## config.mk

```make
export PLATFORM = sky130hd
export DESIGN_NAME = pc_fetch
export DESIGN_NICKNAME = d
export VERILOG_FILES = /design/src/rtl/pc_fetch.sv
export SDC_FILE = /design/constraint.sdc
export NUM_CORES = 1
export LEC_CHECK = 0
export BUFFER_PORTS_ARGS = -buffer_cell sky130_fd_sc_hd__clkbuf_2
export CAP_MARGIN = 20
export CORE_UTILIZATION = 39
export CTS_CLUSTER_DIAMETER = 50
export CTS_CLUSTER_SIZE = 25
export DETAILED_ROUTE_END_ITERATION = 7
export GPL_TIMING_DRIVEN = 0
export PLACE_DENSITY = 0.78
export SYNTH_ARGS = -nofsm -noshare
export SYNTH_HDL_FRONTEND = slang
export SYNTH_SLANG_ARGS = --single-unit
```

## constraint.sdc

```tcl
create_clock -name clk -period 1.7 [get_ports clk]
set_input_delay 0.085 -clock clk [delete_from_list [all_inputs] [get_ports clk]]
set_output_delay 0.085 -clock clk [all_outputs]
set_load 0.01 [all_outputs]
```

## src/rtl/pc_fetch.sv

```systemverilog
// pc_fetch: instruction-fetch stage.
// Holds the program counter, requests the instruction at PC from instruction
// memory, latches the returned word and presents it until the consumer
// advances. A fetch that stays unanswered for WAIT_LIMIT cycles in WAIT raises
// the sticky Fetch_err and parks the stage in HALT until reset.
//
// Build option: define PC_MISALIGN_CHECK_EN to treat a misaligned NPC on
// Advance as a fatal error (Fetch_err, HALT, PC kept). Without it, the low two
// bits of NPC are dropped and the fetch continues at the word address.
module pc_fetch #(
  parameter logic [31:0] RESET_PC   = 32'h0000_3000,
  parameter int          WAIT_LIMIT = 8
) (
  input  logic        clk,
  input  logic        rst,
  input  logic [31:0] NPC,
  input  logic        Advance,
  output logic        imem_req,
  output logic [31:0] imem_addr,
  input  logic        imem_ack,
  input  logic [31:0] imem_rdata,
  output logic [31:0] PC,
  output logic [31:0] PC_add_4,
  output logic [31:0] Instr,
  output logic        Instr_valid,
  output logic [31:0] Beq_ext_imm,
  output logic [25:0] Jump_ins_add,
  output logic        Fetch_err
);

  typedef enum logic [1:0] {
    S_REQ   = 2'd0,
    S_WAIT  = 2'd1,
    S_VALID = 2'd2,
    S_HALT  = 2'd3
  } state_t;

  // Counter wide enough to hold WAIT_LIMIT-1; the last WAIT cycle is the one
  // where the count equals WAIT_LAST.
  localparam int              CNT_W     = $clog2(WAIT_LIMIT + 1);
  localparam logic [CNT_W-1:0] WAIT_LAST = CNT_W'(WAIT_LIMIT - 1);

  state_t            r_state;
  logic [31:0]       r_pc;
  logic [31:0]       r_instr;
  logic              r_instr_valid;
  logic              r_fetch_err;
  logic [CNT_W-1:0]  r_wait_cnt;

  logic [31:0]       w_pc_next;
  logic              w_misaligned;

  // Word-aligned next PC: XOR with its own low bits clears them.
  assign w_misaligned = |NPC[1:0];
  assign w_pc_next    = NPC ^ {30'd0, NPC[1:0]};

  // Fetch FSM: PC, latched instruction, valid/error flags and wait counter.
  // NOTE: every register here is assigned with <= so all of them update from
  // the same pre-edge values; a blocking = would let later lines see new state.
  always_ff @(posedge clk) begin
    if (rst) begin
      r_state       <= S_REQ;
      r_pc          <= RESET_PC;
      r_instr       <= '0;
      r_instr_valid <= 1'b0;
      r_fetch_err   <= 1'b0;
      r_wait_cnt    <= '0;
    end else begin
      case (r_state)
        S_REQ: begin
          r_wait_cnt <= '0;
          if (imem_ack) begin
            r_instr       <= imem_rdata;
            r_instr_valid <= 1'b1;
            r_state       <= S_VALID;
          end else begin
            r_state <= S_WAIT;
          end
        end
        S_WAIT: begin
          if (imem_ack) begin
            r_instr       <= imem_rdata;
            r_instr_valid <= 1'b1;
            r_state       <= S_VALID;
          end else if (r_wait_cnt == WAIT_LAST) begin
            r_fetch_err <= 1'b1;
            r_state     <= S_HALT;
          end else begin
            r_wait_cnt <= r_wait_cnt + 1'b1;
          end
        end
        S_VALID: begin
          if (Advance) begin
`ifdef PC_MISALIGN_CHECK_EN
            if (w_misaligned) begin
              r_fetch_err   <= 1'b1;
              r_instr_valid <= 1'b0;
              r_state       <= S_HALT;
            end else begin
              r_pc          <= w_pc_next;
              r_instr_valid <= 1'b0;
              r_state       <= S_REQ;
            end
`else
            // Misalignment is not an error here; the low bits are dropped.
            r_pc          <= w_pc_next;
            r_instr_valid <= 1'b0;
            r_state       <= S_REQ;
`endif
          end
        end
        S_HALT: begin
          r_instr_valid <= 1'b0;
        end
        default: begin
          r_state <= S_HALT;
        end
      endcase
    end
  end

`ifndef PC_MISALIGN_CHECK_EN
  // Misalignment only matters to the checked build; keep the term referenced.
  logic w_misaligned_unused;
  assign w_misaligned_unused = w_misaligned;
`endif

  // Request is decoded from state and masked by rst so it is low throughout
  // reset yet high in the very first cycle after rst drops.
  assign imem_req     = ~rst & ((r_state == S_REQ) | (r_state == S_WAIT));
  assign imem_addr    = r_pc;

  assign PC           = r_pc;
  assign PC_add_4     = r_pc + 32'd4;
  assign Instr        = r_instr;
  assign Instr_valid  = r_instr_valid;
  assign Fetch_err    = r_fetch_err;

  // Immediate fields decoded straight from the latched word.
  assign Beq_ext_imm  = {{16{r_instr[15]}}, r_instr[15:0]};
  assign Jump_ins_add = r_instr[25:0];

endmodule

```

==> key figures <==
Placement
  • Final Wtd Congestion: 0.7571
  • IO Port Bufs: 247
  • Pre-CTS setup slack: -0.2752 ns
  • Dpl cells: 893
  • Detailed Place HPWL: 8586 um

Setup path
  • Crit. End Element: primary output
  • CP Class: flop to primary output
  • Startpoint Class: flop
  • FF-to-FF Start: r_state[0]
  • Reg2Reg Depth: 6
  • Worst EP arrival: 2.00 ns
  • Reg2Reg Setup Slack: 0.06 ns
  • Reg-to-Reg End: PC[10]
  • CP required: 1.62 ns
  • CP max FO: 6

Drt
  • DR vias: 4852
  • Met2 Wirelength: 7842 um
  • WL/cell: 15.50 um
  • Vias per inst: 4.852
  • WL met3: 1477 um
  • Pre-antenna DRT Iters: 5
  • DRC viols: 0
  • Initial detailed-routing violation count: 149
  • Top Layer Used: met4
  • ANT nets after route: 0
  • DRT met1 WL: 5500 um
  • Routed WL: 15500 um

Layout
  • Share of cells above drive strength 1: 53.86%
  • Area Growth Syn to Fin: 74.35%
  • Post-Layout Cell Count: 1000
  • Util after Layout: 70.30%
  • Diode count: 0
  • Nets: 937

STA
  • Unrepaired setup endpoints after global routing: yes
  • Final hold vios: 0
  • Post-layout min period: 2.087 ns
  • Pins Over Slew Limit: 0
  • Least-Margin Pin Slew: 0.6262 ns
  • Clock Skews: 0.01160 ns
  • Fmax: 479.1 MHz
  • Sum Neg Setup Slack: -5.357 ns
  • Period Utilization, post-route: 122.8%
  • Final setup viols: 24
  • Slew HR: 58.20%
  • Worst setup margin: -0.3871 ns

Synth
  • Synth top area cells: dfxtp_1 (36%), buf_4 (18%), nand2_1 (13%)
  • Post-Synthesis Cells: 508
  • Post-synth EDFFs: 0
  • Adder-cell share of the synthesized area: 2.222%
  • Area share of and/or/nand/nor cells after synthesis: 24.76%
  • Post-synthesis mux area share: 0.5079%
  • Post-synthesis register bit count: 70
  • Top_reg_cell synth: dfxtp_1
  • Yosys top cell by area: dfxtp_1
  • Seq/Total Area, Yosys: 35.56%
  • Syn Std Cell Area: 0.003941 mm2
  • Most common cell in the netlist: nand2_1
  • Synth unique cells: 30
  • Synth Warn #: 0
  • Post-synthesis xor/xnor area fraction: 6.667%
  • Synth top area share: 35.56%
  • Post-synth top cells: nand2_1 (137), buf_4 (95), dfxtp_1 (70), a21oi_1 (65), clkbuf_1 (21)
  • FFs w/ async S/R, synth: 0%
  • Largest family of logic cells by synthesized area: simple AND/OR/NAND/NOR gates
  • Avg Cell Area, Syn: 7.758 um2
  • Synth Area in Compound Gates: 8.889%

Global route
  • First-pass GRT wire length: 20270 um
  • Overflow after GRT: 0
  • Largest net degree at the start of global routing: 21
  • Tot GR Track Use: 24.92%
  • Antenna violations before repair: 0
  • Number of global-route vias before repair: 4285

Floorplanning
  • Rows: 36
  • DIE AREA: 0.01051 mm2
  • Core area: 0.009774 mm2
  • Die width: 102.5 um
  • Initial Utilization: 40.32%
  • Die Y: 102.5 um
  • I/O pin count: 257

Pwr
  • LEAKAGE: 3.690 nW
  • Sequential power share: 33.9%
  • Switching power: 0.002285 W
  • Total power: 0.006390 W
  • Worst IR Drop VDD: 0.5377 mV
  • Clock power frac: 25.1%
  • Logic pwr share: 41.0%
  • Switching share of power: 35.76%
  • Power Dens Cells: 930.0 mW/mm2
  • Internal: 0.004105 W

Clock network
  • Clock Tree Buf Depth: 2
  • Clock transition at path regs: 0.07 ns
  • Root Driver: clkbuf_8
  • # clock sinks: 70
  • TritonCTS clock tree: yes
  • H-tree level count: 3
  • CTS Buf Count: 9
  • Clock Latency Late Sink: 0.35 ns

Hold path
  • Worst hold path type: input pin to flop
  • Hold_sp: NPC[13]
  • Worst hold path depth: 3
  • Worst Hold Endpoint: PC[13]

Run
  • Total of max-cap violations: 0

Status
  • Failing checks: negative setup slack
  • Outcome: complete, but fails checks
[worst max path at each step]
stage | start | endpoint | slack [ns] | depth (start not counted)
final | PC[13] | PC_add_4[26] | -0.39 | 5
after detailed placement | PC[4] | PC_add_4[31] | -0.28 | 6
after global placement | PC[4] | PC_add_4[31] | -0.27 | 6
after floorplan | PC[4] | PC_add_4[25] | 0.07 | 5
after CTS | PC[4] | PC_add_4[31] | -0.33 | 6
after global routing | PC[13] | PC_add_4[26] | -0.43 | 5
[power groups by stage]
stage	sequential (W)	combinational, W	clock, W
2_1_floorplan	0.00222	0.00131	0
3_3_place_gp	0.00218	0.00217	0
3_5_place_dp	0.00219	0.00219	0
4_1_cts	0.00214	0.00241	0.00162
5_1_grt	0.00220	0.00283	0.00171
6_report	0.00217	0.00262	0.00160
[timing repair]
action | in CTS | in global routing
buffers inserted | 15 | 17
setup endpoints to repair | 56 | 75
hold buffers | 61 | 0
resized for setup | 84 | 56
pin swaps | 21 | 25
endpoints found under the hold margin | 61 | 0
[layout by cell type (no fill, tap or decap), types with 4 or more instances in the layout]
cell / netlist / routed
conb_1: 1 / 6
nand2_1: 137 / 134
buf_2: 2 / 19
nor3_4: 0 / 7
buf_4: 95 / 119
nand4_4: 2 / 4
dfxtp_2: 0 / 5
clkbuf_1: 21 / 11
buf_6: 0 / 5
nand4_1: 5 / 5
clkbuf_2: 0 / 235
dfxtp_1: 70 / 46
xnor2_1: 13 / 12
nand3_1: 11 / 9
nor4_4: 1 / 5
a21oi_1: 65 / 65
dfxtp_4: 0 / 19
dlygate4sd3_1: 0 / 61
nor2_1: 7 / 5
clkbuf_8: 0 / 12
inv_1: 10 / 10
ha_1: 7 / 4
xor2_1: 17 / 16
[state kept, by name, indices dropped and copies added, names as in the netlist]
name / flops
Instr: 32
Fetch_err: 1
Instr_valid: 1
r_state: 2
r_wait_cnt: 4
PC: 30
[critical path, stage by stage, from the launching register on]
cell	delay, ns
dfxtp_1	0.53
and3_4	0.28
nand4_4	0.18
nor3_1	0.29
xnor2_1	0.20
clkbuf_2	0.18
[logic make-up after synthesis]
family | after synthesis
AO/OA/AOI/OAI | 69
other | 1
multiplexers | 2
buffers and inverters | 128
flip-flops | 70
AND/OR/NAND/NOR | 201
XOR/XNOR | 30
adder cells (fa/ha/maj) | 7
[cell type report]
cell class,count,area [um2]
fillers,730,2903
repair buffers,340,2140
multi-input cells,315,1992
flip-flops and latches,70,1479
plain buffers,116,815.8
well taps,133,166.4
clock buffers,12,165.2
clock inverters,4,76.32
inverters,10,37.54
[per-stage QoR]
step	hold slack, ns	area [um2]
global route	0.05010	6872
CTS	0.0002562	6644
finish	0.04571	6872
detailed placement	0.3123	5363
global placement	0.3022	5363
floorplan	0.2093	3960
[routing by layer]
layer	track usage (%)	vias up
li1	-	2258
met1	25.55	2218
met2	46.82	298
met3	6.169	78
met4	12.42	0
met5	0	-
(Power assumes the default switching activity.)
